===== src/rtl/inert_pkg.sv =====
// Shared state encoding, sensor command words and saturation helper for inert_yaw_rdr.
package inert_pkg;

  typedef enum logic [2:0] {
    PWRUP,
    CFG_INT,
    CFG_ODR,
    CFG_RND,
    IDLE,
    RD_L,
    RD_H
  } state_t;

  localparam logic [15:0] CMD_INT_CFG = 16'h0D02;
  localparam logic [15:0] CMD_ODR     = 16'h1160;
  localparam logic [15:0] CMD_RND     = 16'h1440;
  localparam logic [15:0] CMD_YAWL    = 16'hA600;
  localparam logic [15:0] CMD_YAWH    = 16'hA700;

  // Clamp a 17-bit signed difference into the 16-bit signed range.
  function automatic logic [15:0] sat16(input logic [16:0] d);
    if (d[16] != d[15]) return d[16] ? 16'h8000 : 16'h7FFF;
    return d[15:0];
  endfunction

endpackage


===== src/rtl/yaw_offset_cal.sv =====
// Start-up offset calibration: averages the first 2^CAL_SAMPLES_LOG2 readings,
// then outputs raw minus that offset, saturated. Used only when YAW_CAL_EN is defined.
module yaw_offset_cal
  import inert_pkg::*;
#(
  parameter int unsigned CAL_SAMPLES_LOG2 = 4
) (
  input  logic        clk,
  input  logic        rst_n,
  input  logic [15:0] raw,
  input  logic        raw_vld,
  output logic        cal_done,
  output logic [15:0] yaw_out,
  output logic        out_vld
);

  localparam int unsigned CW = CAL_SAMPLES_LOG2 + 1;
  localparam logic [CW-1:0] LAST_SMP = CW'((1 << CAL_SAMPLES_LOG2) - 1);

  logic [CW-1:0]       smp_cnt;
  logic signed [19:0]  acc;
  logic signed [19:0]  acc_nxt;
  logic signed [19:0]  avg;
  logic signed [15:0]  offset;
  logic [16:0]         diff;

  assign acc_nxt = acc + {{4{raw[15]}}, raw};
  assign avg     = acc_nxt >>> CAL_SAMPLES_LOG2;

  always_ff @(posedge clk or negedge rst_n) begin
    if (!rst_n) begin
      smp_cnt  <= '0;
      acc      <= '0;
      offset   <= '0;
      cal_done <= 1'b0;
    end else if (raw_vld && !cal_done) begin
      acc     <= acc_nxt;
      smp_cnt <= smp_cnt + 1'b1;
      if (smp_cnt == LAST_SMP) begin
        offset   <= avg[15:0];
        cal_done <= 1'b1;
      end
    end
  end

  // Combinational so the top registers the result in the same cycle as the raw capture.
  always_comb begin
    diff    = {raw[15], raw} - {offset[15], offset};
    yaw_out = sat16(diff);
    out_vld = raw_vld & cal_done;
  end

endmodule


===== src/rtl/inert_yaw_rdr.sv =====
// Yaw-rate reader: power-up wait, three config writes, then a yawL/yawH read per INT.
// Define YAW_CAL_EN to add start-up offset calibration (yaw_offset_cal).
module inert_yaw_rdr
  import inert_pkg::*;
#(
  parameter int unsigned PWRUP_CLKS       = 65536,
  parameter int unsigned CAL_SAMPLES_LOG2 = 4
) (
  input  logic        clk,
  input  logic        rst_n,
  input  logic        INT,
  input  logic        done,
  input  logic [15:0] rd_data,
  output logic        wrt,
  output logic [15:0] cmd,
  output logic [15:0] yaw_rt,
  output logic        vld,
  output logic        rdy
);

  localparam logic [15:0] PWR_LAST = 16'(PWRUP_CLKS - 1);

  state_t      state;
  logic [15:0] pwr_cnt;
  logic        int_ff1;
  logic        int_s;
  logic        done_q;
  logic        done_rise;
  logic [7:0]  yaw_l;
  logic [15:0] raw;
  logic [15:0] yaw_next;
  logic        yaw_take;
  logic        init_done;
  logic        unused_bits;

  assign done_rise = done & ~done_q;
  assign raw       = {rd_data[7:0], yaw_l};

`ifdef YAW_CAL_EN
  logic cal_done;

  yaw_offset_cal #(
    .CAL_SAMPLES_LOG2(CAL_SAMPLES_LOG2)
  ) u_cal (
    .clk     (clk),
    .rst_n   (rst_n),
    .raw     (raw),
    .raw_vld ((state == RD_H) && done_rise),
    .cal_done(cal_done),
    .yaw_out (yaw_next),
    .out_vld (yaw_take)
  );

  assign rdy         = init_done & cal_done;
  assign unused_bits = ^rd_data[15:8];
`else
  assign yaw_next    = raw;
  assign yaw_take    = 1'b1;
  assign rdy         = init_done;
  assign unused_bits = ^{rd_data[15:8], 1'(CAL_SAMPLES_LOG2)};
`endif

  always_ff @(posedge clk or negedge rst_n) begin
    if (!rst_n) begin
      int_ff1 <= 1'b0;
      int_s   <= 1'b0;
      done_q  <= 1'b0;
    end else begin
      int_ff1 <= INT;
      int_s   <= int_ff1;
      done_q  <= done;
    end
  end

  always_ff @(posedge clk or negedge rst_n) begin
    if (!rst_n) begin
      state     <= PWRUP;
      pwr_cnt   <= '0;
      wrt       <= 1'b0;
      cmd       <= '0;
      yaw_l     <= '0;
      yaw_rt    <= '0;
      vld       <= 1'b0;
      init_done <= 1'b0;
    end else begin
      wrt <= 1'b0;
      vld <= 1'b0;
      case (state)
        PWRUP: begin
          if (pwr_cnt == PWR_LAST) begin
            state <= CFG_INT;
            wrt   <= 1'b1;
            cmd   <= CMD_INT_CFG;
          end else begin
            pwr_cnt <= pwr_cnt + 16'd1;
          end
        end
        CFG_INT: if (done_rise) begin
          state <= CFG_ODR;
          wrt   <= 1'b1;
          cmd   <= CMD_ODR;
        end
        CFG_ODR: if (done_rise) begin
          state <= CFG_RND;
          wrt   <= 1'b1;
          cmd   <= CMD_RND;
        end
        CFG_RND: if (done_rise) begin
          state     <= IDLE;
          init_done <= 1'b1;
        end
        IDLE: if (int_s) begin
          state <= RD_L;
          wrt   <= 1'b1;
          cmd   <= CMD_YAWL;
        end
        RD_L: if (done_rise) begin
          yaw_l <= rd_data[7:0];
          state <= RD_H;
          wrt   <= 1'b1;
          cmd   <= CMD_YAWH;
        end
        RD_H: if (done_rise) begin
          state <= IDLE;
          if (yaw_take) begin
            yaw_rt <= yaw_next;
            vld    <= 1'b1;
          end
        end
        default: state <= PWRUP;
      endcase
    end
  end

endmodule


===== config.mk =====
export PLATFORM = sky130hd
export DESIGN_NAME = inert_yaw_rdr
export DESIGN_NICKNAME = d
export VERILOG_FILES = /design/src/rtl/inert_pkg.sv /design/src/rtl/yaw_offset_cal.sv /design/src/rtl/inert_yaw_rdr.sv
export SDC_FILE = /design/constraint.sdc
export NUM_CORES = 1
export LEC_CHECK = 0
export BUFFER_PORTS_ARGS = -buffer_cell sky130_fd_sc_hd__buf_2
export CAP_MARGIN = 5
export CORE_MARGIN = 1
export CORE_UTILIZATION = 30
export CTS_CLUSTER_DIAMETER = 60
export DETAILED_ROUTE_END_ITERATION = 8
export PLACE_DENSITY = 0.47
export SYNTH_ARGS = -nofsm -noshare
export SYNTH_HDL_FRONTEND = slang
export SYNTH_SLANG_ARGS = --single-unit

===== constraint.sdc =====
create_clock -name clk -period 2.5 [get_ports clk]
set_input_delay 0.125 -clock clk [delete_from_list [all_inputs] [get_ports clk]]
set_output_delay 0.125 -clock clk [all_outputs]
set_load 0.005 [all_outputs]

==> key figures, run 1 <==
Run status
  – Outcome: finished clean

Worst setup path
  – Worst-path cell chain: ha_1 -> nand4_1 -> nor4_4 -> a21oi_2 -> mux2_4
  – Max incr delay on CP: ~0.47 ns
  – CP endpoint kind: flip-flop
  – R2R Path End: pwr_cnt[1]
  – Critical Path Fanout Max: 5
  – R2R Setup Slk: 0.51 ns
  – WP data arrival: 2.20 ns
  – Worst R2R Path Depth: 5
  – Startpoint class of the critical path: flip-flop
  – Reg-to-Reg Start: pwr_cnt[0]
  – CP Class: reg -> reg
  – Slowest CP cell: nor4_4
  – Worst Path Required: between 2 and 3 ns

Synth
  – Main synth FF type: dfrtp_1
  – Mapped Avg Cell Area: 12.64 um2
  – Flop and latch count out of synthesis: 55
  – Post-Syn Instances: just under 200
  – Register area share after synthesis: 0.5556
  – Netlist Area Pre-Place: 0.002477 mm2
  – Count leader, synth: dfrtp_1
  – Yosys Warn Count: 0
  – Yosys top cell by area: dfrtp_1
  – Most instantiated cells after synthesis: 55 x dfrtp_1, 26 x mux2_2, 10 x buf_4, 10 x xnor2_1
  – EDFF count, synth: 0
  – Asr flop ratio synth: 1.000
  – Netlist cell types: 45
  – Yosys top cell area share: 0.5556
  – Top post-synthesis cells by area: dfrtp_1 56%, mux2_2 12%, xnor2_1 3.5%

Timing
  – Unrepaired setup endpoints after global routing: false
  – Fmax: approximately 0.5 GHz
  – Slew Limit Fails: 0
  – Endpoints failing setup: 0
  – Slew margin rel.: 0.5298
  – Final period utilization: 0.7976
  – Clk_skew: 0.009091 ns
  – Setup TNS: 0 ns
  – Min cycle time layout: between 1.5 and 2 ns
  – Hold Fails Final Rpt: 0
  – Slew @ Worst Pin: 0.7054 ns

Place
  – Input/output buffers: 40
  – GP Congestion: 0.7294
  – DPL Wire Length: ~3 mm
  – Post-Place Cells: 330

Clock network
  – Setup repair bufs after CTS: 0
  – Num CTS Buffers: 5
  – Post_cts resized: 0
  – Worst-case clock buffer depth: 2
  – H-tree level count: 2
  – Clock Sinks: 55
  – Clock latency on the worst-skew pair: 0.31 ns
  – CTS tree: yes
  – CTS root buffer: clkbuf_8
  – Clock-pin transition on the worst setup and hold timing paths: 0.10 ns

Layout
  – Layout cells sized above 1: 0.3640
  – P&R area growth vs syn: 15.10%
  – Nets: 259
  – Final non-filler cell total: between 300 and 400
  – Antenna Cells: 0

Power
  – Worst VDD drop: 0.0003461 V
  – Leakage: around 1.3 nW
  – P per Cell Area: 950.6 mW/mm2

Detailed routing
  – ANT nets after route: 0
  – DRC viols: 0
  – Vias per inst: 4.642
  – Vias: 1583
  – Final wirelength: 4.632 mm
  – 1st-iter DRT viols: 95
  – Routed wire per std cell: ~14 um
  – First-pass detailed-route iteration total: 4

Global routing
  – Total gr overflow: 0
  – Largest net degree at the start of global routing: 56
  – Antenna violations before repair: 0
  – GRT Overall Usage: 0.1158
  – First-pass GRT wire length: 7.831 mm
  – Vias in the first global route: about 1.6k

Worst hold path
  – Hold Startpoint: rd_data[7]
  – Hold Crit Endpoint: yaw_rt[15]
  – Min-delay worst type: in -> reg
  – Hold Crit Depth: 2

Floorplan
  – Die ar.: 0.008626 mm2
  – I/O Pins: 55
  – Area of the core: 0.007848 mm2
  – Die Height: roughly 93 um
  – Die W: 92.88 um
  – # rows: 32
  – Initial Util: 0.3157

Flow run
  – MaxCap Viol Count: 0
critical path: cells and delay by family, from the launching register on:
kind / cells / cell delay (ns)
flops: 1 / 0.44
compound gates: 1 / 0.18
simple gates: 2 / 0.71
fa+ha+maj: 1 / 0.25
mux: 1 / 0.32
layer usage:
layer,wire [um],track usage,vias up
met4,44,0.04231,0
met3,191,0.02956,4
met5,0,0,-
met2,2085,0.1789,35
li1,-,-,775
met1,2311,0.1561,769
state kept, by name, indices dropped and copies added (netlist names), 3 cells and up:
signal / count
cmd: 6
pwr_cnt: 16
state: 3
yaw_l: 8
yaw_rt: 16
cell usage in the layout, fill, tap and decap left out, drive strengths merged, types with 2 or more instances in the layout:
cell,instances
clkbuf,5
dfrtp,55
nor2,9
o21ai,7
nand3,9
nor4,2
o211ai,2
a21oi,4
nor2b,3
a22o,2
conb,6
a32o,2
nand3b,2
xor2,2
nor3,2
clkinv,2
nand4,6
and3,4
mux2,27
dlygate4sd3,3
a31oi,2
xnor2,10
inv,7
buf,42
and4,2
nand2,8
or4,2
metrics by stage:
stage	setup slack (ns)	total power, mW	area [um2]	hold slack (ns)	utilization
2_1_floorplan	0.7415	1.996	2496	-0.1706	-
3_3_place_gp	0.5239	2.225	2734	0.2350	0.3484
3_5_place_dp	0.5180	2.238	2734	0.2392	0.3484
4_1_cts	0.5016	2.762	2851	0.03166	0.3634
5_1_grt	0.3723	2.909	2851	0.03625	0.3634
6_report	0.5059	2.711	2851	0.04690	0.3634
power breakdown:
group / internal [mW] / total, mW / switching [mW]
combinational: 0.449 / 0.801 / 0.352
sequential: 1.16 / 1.41 / 0.251
clock: 0.198 / 0.500 / 0.301
worst max path at each step:
| stage | to | slack (ns) | startpoint | cells past startpoint |
|---|---|---|---|---|
| floorplan | pwr_cnt[1] | 0.74 | pwr_cnt[0] | 5 |
| global placement | pwr_cnt[1] | 0.52 | pwr_cnt[0] | 5 |
| detailed placement | pwr_cnt[1] | 0.52 | pwr_cnt[0] | 5 |
| CTS | pwr_cnt[1] | 0.50 | pwr_cnt[0] | 5 |
| global route | pwr_cnt[1] | 0.37 | pwr_cnt[0] | 5 |
| finish | pwr_cnt[1] | 0.51 | pwr_cnt[0] | 5 |
area by class of cell:
class                      count  area (um2)
fill                         824        4996
sequential                    55        1376
multi-input combinational    125       992.2
timing repair buffer          45       245.2
tap                          102       127.6
clock buffer                   5       68.82
inverter                       6       22.52
clock inverter                 3       18.77
timing repair:
action / in CTS / in global routing
endpoints found under the setup margin: 0 / 0
hold buffers: 3 / 0
endpoints found under the hold margin: 57 / 0
kinds of logic after synthesis:
family / Yosys count / share of synthesized area
and+or+nand+nor: 53 / 0.1359
other: 1 / 0.001514
xor gates and xnor gates: 12 / 0.04242
adders and majority gates: 1 / 0.005050
muxes: 27 / 0.1242
DFF: 55 / 0.5556
buffers and inverters: 21 / 0.05151
AOI/OAI and AO/OA: 26 / 0.08384
(Power assumes the default switching activity.)
==> run 2, diff against run 1 <==
--- a/config.mk
+++ b/config.mk
@@ -11,7 +11,7 @@
 export CORE_UTILIZATION = 30
 export CTS_CLUSTER_DIAMETER = 60
 export DETAILED_ROUTE_END_ITERATION = 8
-export PLACE_DENSITY = 0.47
+export PLACE_DENSITY = 0.49
 export SYNTH_ARGS = -nofsm -noshare
 export SYNTH_HDL_FRONTEND = slang
 export SYNTH_SLANG_ARGS = --single-unit
==> constraint.sdc (replaced) <==
create_clock -name clk -period 1.66 [get_ports clk]
set_input_delay 0.083 -clock clk [delete_from_list [all_inputs] [get_ports clk]]
set_output_delay 0.083 -clock clk [all_outputs]
set_load 0.005 [all_outputs]
==> key figures, run 2 (synthesized netlist as in run 1, its figures left out) <==
Run status
  – Outcome: finished clean

Worst hold path
  – Hold Crit Depth: 2 (unchanged)
  – Min-delay worst type: in -> reg
  – Hold Startpoint: rd_data[4]
  – Hold Crit Endpoint: yaw_l[4]

Worst setup path
  – Worst Path Required: 1.86 ns (-0.84 ns)
  – Reg-to-Reg Start: pwr_cnt[1]
  – R2R Setup Slk: 0.008 ns (-0.50 ns)
  – CP endpoint kind: flip-flop
  – R2R Path End: pwr_cnt[11]
  – Worst R2R Path Depth: 6 (+1)
  – Max incr delay on CP: 0.48 ns (about the same)
  – Startpoint class of the critical path: flip-flop
  – CP Class: reg -> reg
  – WP data arrival: 1.85 ns (-0.35 ns)
  – Slowest CP cell: or4_4
  – Worst-path cell chain: ha_2 -> nand4_1 -> nor4_4 -> buf_6 -> or4_4 -> xnor2_1
  – Critical Path Fanout Max: 4 (-1)

Floorplan
  – Die Height: 92.88 um (unchanged)
  – # rows: 32 (unchanged)
  – Die W: 92.88 um (unchanged)
  – Initial Util: 0.3157 (unchanged)
  – Die ar.: 0.008626 mm2 (unchanged)
  – Area of the core: 0.007848 mm2 (unchanged)
  – I/O Pins: 55 (unchanged)

Place
  – GP Congestion: 0.7186 (-1.5%)
  – Post-Place Cells: 351 (+6.4%)
  – Input/output buffers: 40 (unchanged)
  – DPL Wire Length: 3.243 mm (+6.6%)

Detailed routing
  – Final wirelength: 4.691 mm (+1.3%)
  – Routed wire per std cell: 12.82 um (-5.6%)
  – First-pass detailed-route iteration total: 4 (unchanged)
  – DRC viols: 0 (unchanged)
  – Met3 WL: 206 um (+7.9%)
  – DR top layer: met4
  – DRT met1 WL: 2.251 mm (-2.6%)
  – Met2 wire len: 2.177 mm (+4.4%)
  – Vias per inst: 4.702 (+1.3%)
  – ANT nets after route: 0 (unchanged)
  – Vias: 1721 (+8.7%)
  – 1st-iter DRT viols: 42 (-56%)

Timing
  – Final period utilization: 0.9954 (+0.1978)
  – Unrepaired setup endpoints after global routing: true
  – Min cycle time layout: 1.652 ns (-0.3417 ns)
  – Fmax: 0.6052 GHz (+21%)
  – Setup TNS: 0 ns (unchanged)
  – Hold Fails Final Rpt: 0 (unchanged)
  – Clk_skew: 0.009166 ns (+0.00007483 ns)
  – Endpoints failing setup: 0 (unchanged)
  – Slew Limit Fails: 0 (unchanged)

Clock network
  – CTS root buffer: clkbuf_8
  – CTS tree: yes
  – Clock Sinks: 55 (unchanged)
  – H-tree level count: 2 (unchanged)
  – Clock latency on the worst-skew pair: 0.31 ns (about the same)
  – Clock-pin transition on the worst setup and hold timing paths: 0.10 ns (about the same)
  – Num CTS Buffers: 5 (unchanged)
  – Worst-case clock buffer depth: 2 (unchanged)

Flow run
  – MaxCap Viol Count: 0 (unchanged)

Global routing
  – GRT Overall Usage: 0.1198 (+0.004008)
  – Total gr overflow: 0 (unchanged)
  – Largest net degree at the start of global routing: 56 (unchanged)
  – Vias in the first global route: 1652 (+3.3%)
  – First-pass GRT wire length: 8.245 mm (+5.3%)
  – Antenna violations before repair: 0 (unchanged)

Layout
  – P&R area growth vs syn: 26.72%
  – Antenna Cells: 0 (unchanged)
  – Top Registers: pwr_cnt x16, yaw_rt x16, yaw_l x8
  – Layout cells sized above 1: 0.4432 (+0.07917)
  – Area of the multi-input gates: 0.001021 mm2 (+2.9%)
  – Commonest non-fill, non-tap cell in the layout: dfrtp_1
  – FILL cells: 790 (-4.1%)
  – Final non-filler cell total: 366 (+7.3%)
  – Reg area: 0.001376 mm2 (unchanged)
  – Commonest non-fill, non-tap cells in the layout: 55 x dfrtp_1, 40 x buf_2, 26 x mux2_2
  – Nets: 284 (+9.7%)

Power
  – Worst VDD drop: 0.0005902 V (+71%)
  – Leakage: 1.507 nW (+12%)
  – P per Cell Area: 1441 mW/mm2 (+52%)
## run 2: per-stage QoR
step | hold WS [ns] | worst slack [ns] | util | instance area (um2) | total power [mW]
after floorplan | -0.2126 | 0.0006122 | - | 2499 | 3.010
after CTS | 0.001416 | -0.04561 | 0.3962 | 3109 | 4.584
after detailed placement | 0.1053 | -0.04008 | 0.3736 | 2932 | 3.598
after global routing | 0.01057 | -0.06834 | 0.4000 | 3139 | 4.843
after global placement | 0.1081 | -0.02530 | 0.3736 | 2932 | 3.571
final | 0.01002 | 0.007648 | 0.4000 | 3139 | 4.525
## run 2: cell type report
type | instances | share of cell area
Sequential cell | 55 | 0.4384
Multi-Input combinational cell | 125 | 0.3252
Timing Repair Buffer | 70 | 0.1511
Tap cell | 102 | 0.04065
Clock buffer | 6 | 0.02631
Clock inverter | 2 | 0.01116
Inverter | 6 | 0.007174
## run 2: where the power goes
part	internal [mW]	leakage, nW	switching (mW)
Sequential	1.75	0.708	0.248
Clock	0.489	0.0612	0.441
Combinational	0.890	0.738	0.708
Total	3.13	1.51	1.40
## run 2: per-layer routing
layer  vias up  global-route usage
li1        822                   -
met4         0             0.03846
met2        38              0.1832
met1       857              0.1664
met3         4             0.02874
met5         -                   0
## run 2: worst max path at each step
stage | slack (ns) | end | start | cells past startpoint
detailed placement | -0.04 | pwr_cnt[1] | pwr_cnt[1] | 5
CTS | -0.05 | pwr_cnt[1] | pwr_cnt[0] | 6
floorplan | 0.0006 | pwr_cnt[1] | pwr_cnt[0] | 5
global placement | -0.03 | pwr_cnt[1] | pwr_cnt[1] | 5
finish | 0.008 | pwr_cnt[11] | pwr_cnt[1] | 6
global route | -0.07 | pwr_cnt[11] | pwr_cnt[1] | 6
## run 2: timing repair
action | in CTS | in global routing
gates resized for setup | 5 | 2
endpoints found under the setup margin | 5 | 27
buffers inserted | 1 | 3
pin swaps | 6 | 8
hold buffers | 3 | 0
hold endpoints to repair | 57 | 0
## run 2: worst max-delay path: cells and delay by family (launching register included)
kind	cells	cell delay, ns
xor+xnor	1	0.14
fa+ha+maj	1	0.20
buf+inv	1	0.14
flops	1	0.40
simple gates	3	0.68
==> run 3, diff against run 2 <==
--- a/config.mk
+++ b/config.mk
@@ -5,6 +5,8 @@
 export SDC_FILE = /design/constraint.sdc
 export NUM_CORES = 1
 export LEC_CHECK = 0
+export ABC_AREA = 1
+export ABC_CLOCK_PERIOD_IN_PS = 1660
 export BUFFER_PORTS_ARGS = -buffer_cell sky130_fd_sc_hd__buf_2
 export CAP_MARGIN = 5
 export CORE_MARGIN = 1
==> key figures, run 3 <==
Synth
  – Asr flop ratio synth: 1.000 (unchanged)
  – Most instantiated cells after synthesis: 123 x nand2_1, 55 x dfrtp_1, 25 x inv_1
  – Yosys top cell by area: dfrtp_1
  – Yosys Warn Count: 0 (unchanged)
  – Main synth FF type: dfrtp_1
  – Flop and latch count out of synthesis: 55 (unchanged)
  – Mapped Avg Cell Area: 8.252 um2 (-35%)
  – Count leader, synth: nand2_1
  – Post-Syn Instances: 321 (+64%)
  – Register area share after synthesis: 0.5196 (-0.03595)
  – EDFF count, synth: 0 (unchanged)
  – Yosys top cell area share: 0.5196 (-0.03595)
  – Netlist cell types: 26 (-42%)
  – Netlist Area Pre-Place: 0.002649 mm2 (+6.9%)
  – Top post-synthesis cells by area: dfrtp_1 52%, nand2_1 17%, nand3_1 3.6%

Clock network
  – Clock-pin transition on the worst setup and hold timing paths: 0.11 ns (about the same)
  – Num CTS Buffers: 5 (unchanged)
  – Setup repair bufs after CTS: 0 (-1)
  – H-tree level count: 2 (unchanged)
  – Clock latency on the worst-skew pair: 0.31 ns (about the same)
  – CTS tree: yes
  – Clock Sinks: 55 (unchanged)
  – CTS root buffer: clkbuf_8
  – Worst-case clock buffer depth: 2 (unchanged)

Worst setup path
  – R2R Path End: pwr_cnt[0]
  – CP endpoint kind: flip-flop
  – Startpoint class of the critical path: flip-flop
  – Slowest CP cell: dfrtp_1
  – WP data arrival: 1.73 ns (-0.12 ns)
  – Max incr delay on CP: 0.38 ns (-0.10 ns)
  – Worst path top cell family by delay: simple AND/OR/NAND/NOR gates
  – Worst-path cell chain: ha_2 -> inv_2 -> nor2_4 -> nand2_4 -> nor2_4 -> nor2_2 -> buf_12 -> xor2_1
  – Reg-to-Reg Start: pwr_cnt[1]
  – Worst Path Required: 1.87 ns (about the same)
  – Critical Path Fanout Max: 20 (+16)
  – CP Class: reg -> reg
  – R2R Setup Slk: 0.14 ns (+0.13 ns)
  – Worst path bufs/invs: 2 (+1)
  – Worst R2R Path Depth: 8 (+2)
  – Cell mode on critical path: nor2_4

Floorplan
  – Initial Util: 0.3160 (+0.0003285)
  – Area of the core: 0.008382 mm2 (+6.8%)
  – I/O Pins: 55 (unchanged)
  – Die W: 95.97 um (+3.3%)
  – Die ar.: 0.009209 mm2 (+6.8%)
  – Die Height: 95.97 um (+3.3%)
  – # rows: 33 (+3.1%)

Place
  – Placement Cell Area: 0.002960 mm2 (+0.98%)
  – DPL Wire Length: 3.701 mm (+14%)
  – Pre-CTS WS: 0.09565 ns (+0.1357 ns)
  – Post-Place Cells: 463 (+32%)
  – Input/output buffers: 40 (unchanged)
  – GP Congestion: 0.7649 (+6.4%)

Timing
  – Fmax: 0.6570 GHz (+8.6%)
  – Slew Limit Fails: 0 (unchanged)
  – Unrepaired setup endpoints after global routing: false
  – Clk_skew: 0.01145 ns (+0.002285 ns)
  – Hold slack: 0.2856 ns (+0.2755 ns)
  – Setup TNS: 0 ns (unchanged)
  – Endpoints failing setup: 0 (unchanged)
  – Min cycle time layout: 1.522 ns (-0.1302 ns)
  – Final setup margin: 0.1379 ns (+0.1302 ns)
  – Final period utilization: 0.9170 (-0.07844)
  – Hold Fails Final Rpt: 0 (unchanged)

Flow run
  – MaxCap Viol Count: 0 (unchanged)

Global routing
  – Largest net degree at the start of global routing: 56 (unchanged)
  – Total gr overflow: 0 (unchanged)
  – First-pass GRT wire length: 9.446 mm (+15%)
  – Vias in the first global route: 2011 (+22%)
  – Antenna violations before repair: 0 (unchanged)
  – GRT Overall Usage: 0.1326 (+0.01281)

Run status
  – Outcome: finished clean

Layout
  – Layout cells sized above 1: 0.2016 (-0.2416)
  – Top Registers: pwr_cnt x16, yaw_rt x16, yaw_l x8
  – Final instance area: 0.003184 mm2 (+1.4%)
  – Commonest non-fill, non-tap cells in the layout: 123 x nand2_1, 54 x dfrtp_1, 40 x buf_2
  – Nets: 397 (+40%)
  – FILL cells: 890 (+13%)
  – Core Util, Final: 0.3799 (-0.02013)
  – Antenna Cells: 0 (unchanged)
  – Final non-filler cell total: 482 (+32%)
  – P&R area growth vs syn: 20.22%
  – Commonest non-fill, non-tap cell in the layout: nand2_1

Power
  – Worst VDD drop: 0.0003096 V (-48%)
  – Leakage: 1.688 nW (+12%)
  – Tot Pwr: 2.244 mW (-50%)
  – P per Cell Area: 704.7 mW/mm2 (-51%)

Detailed routing
  – Routed wire per std cell: 10.92 um (-15%)
  – First-pass detailed-route iteration total: 4 (unchanged)
  – Vias: 2114 (+23%)
  – 1st-iter DRT viols: 59 (+40%)
  – Final wirelength: 5.264 mm (+12%)
  – Vias per inst: 4.386 (-6.7%)
  – DRC viols: 0 (unchanged)
  – ANT nets after route: 0 (unchanged)

Worst hold path
  – Min-delay worst type: in -> async
-- run 3: changes by cell type after synthesis, moves of 4 or more --
cell,before,now
o21ai_0,7,16
inv_1,6,25
nand2_1,8,123
mux2_2,26,0
xnor2_1,10,3
nand2_2,0,4
nor2_1,8,21
and3_1,4,0
nand3_1,8,19
o21ai_1,0,9
-- run 3: cells by family after synthesis --
kind of cell / synth area share
AO/OA/AOI/OAI: 0.06236
XOR/XNOR: 0.02315
adder cells (fa/ha/maj): 0.004723
buffers and inverters: 0.08786
flip-flops: 0.5196
other: 0.001416
AND/OR/NAND/NOR: 0.3009
-- run 3: power by group --
part / switching (mW) / internal [mW] / total (mW)
Sequential: 0.000998 / 1.34 / 1.34
Clock: 0.473 / 0.353 / 0.826
Combinational: 0.0429 / 0.0317 / 0.0746
-- run 3: area by class of cell --
class	instances	area, um2	share of cell area
tap	105	131.4	0.04126
multi-input combinational	227	1069	0.3356
timing repair buffer	60	402.9	0.1265
inverter	27	101.3	0.03183
clock inverter	2	20.02	0.006287
sequential	55	1378	0.4326
clock buffer	6	82.58	0.02593
-- run 3: worst register-to-register path: stages (launching register included) --
cell and delay (ns):
dfrtp_1 0.38, ha_2 0.22, inv_2 0.06, nor2_4 0.17, nand2_4 0.09, nor2_4 0.14
nor2_2 0.06, buf_12 0.15, xor2_1 0.15
-- run 3: what timing repair did --
| action | in CTS | in global routing |
|---|---|---|
| endpoints found under the setup margin | 0 | 11 |
| resized for setup | 0 | 4 |
| hold buffers | 11 | 0 |
| endpoints found under the hold margin | 72 | 0 |
-- run 3: per-layer routing --
metal  global-route usage  vias up  part of all wire
li1                     -     1102                 -
met1               0.1825      971              0.52
met2               0.2042       35              0.43
met3              0.03160        6             0.037
met4              0.04478        0             0.012
met5                    0        -                 0
-- run 3: worst max-delay path by stage --
stage,endpoint,from,slack [ns],cells past startpoint
2_1_floorplan,pwr_cnt[0],pwr_cnt[0],0.18,8
3_3_place_gp,state[0],pwr_cnt[1],0.11,8
3_5_place_dp,state[0],pwr_cnt[1],0.1,8
4_1_cts,state[0],pwr_cnt[1],0.07,8
5_1_grt,pwr_cnt[3],pwr_cnt[1],0.01,8
6_report,pwr_cnt[0],pwr_cnt[1],0.14,8
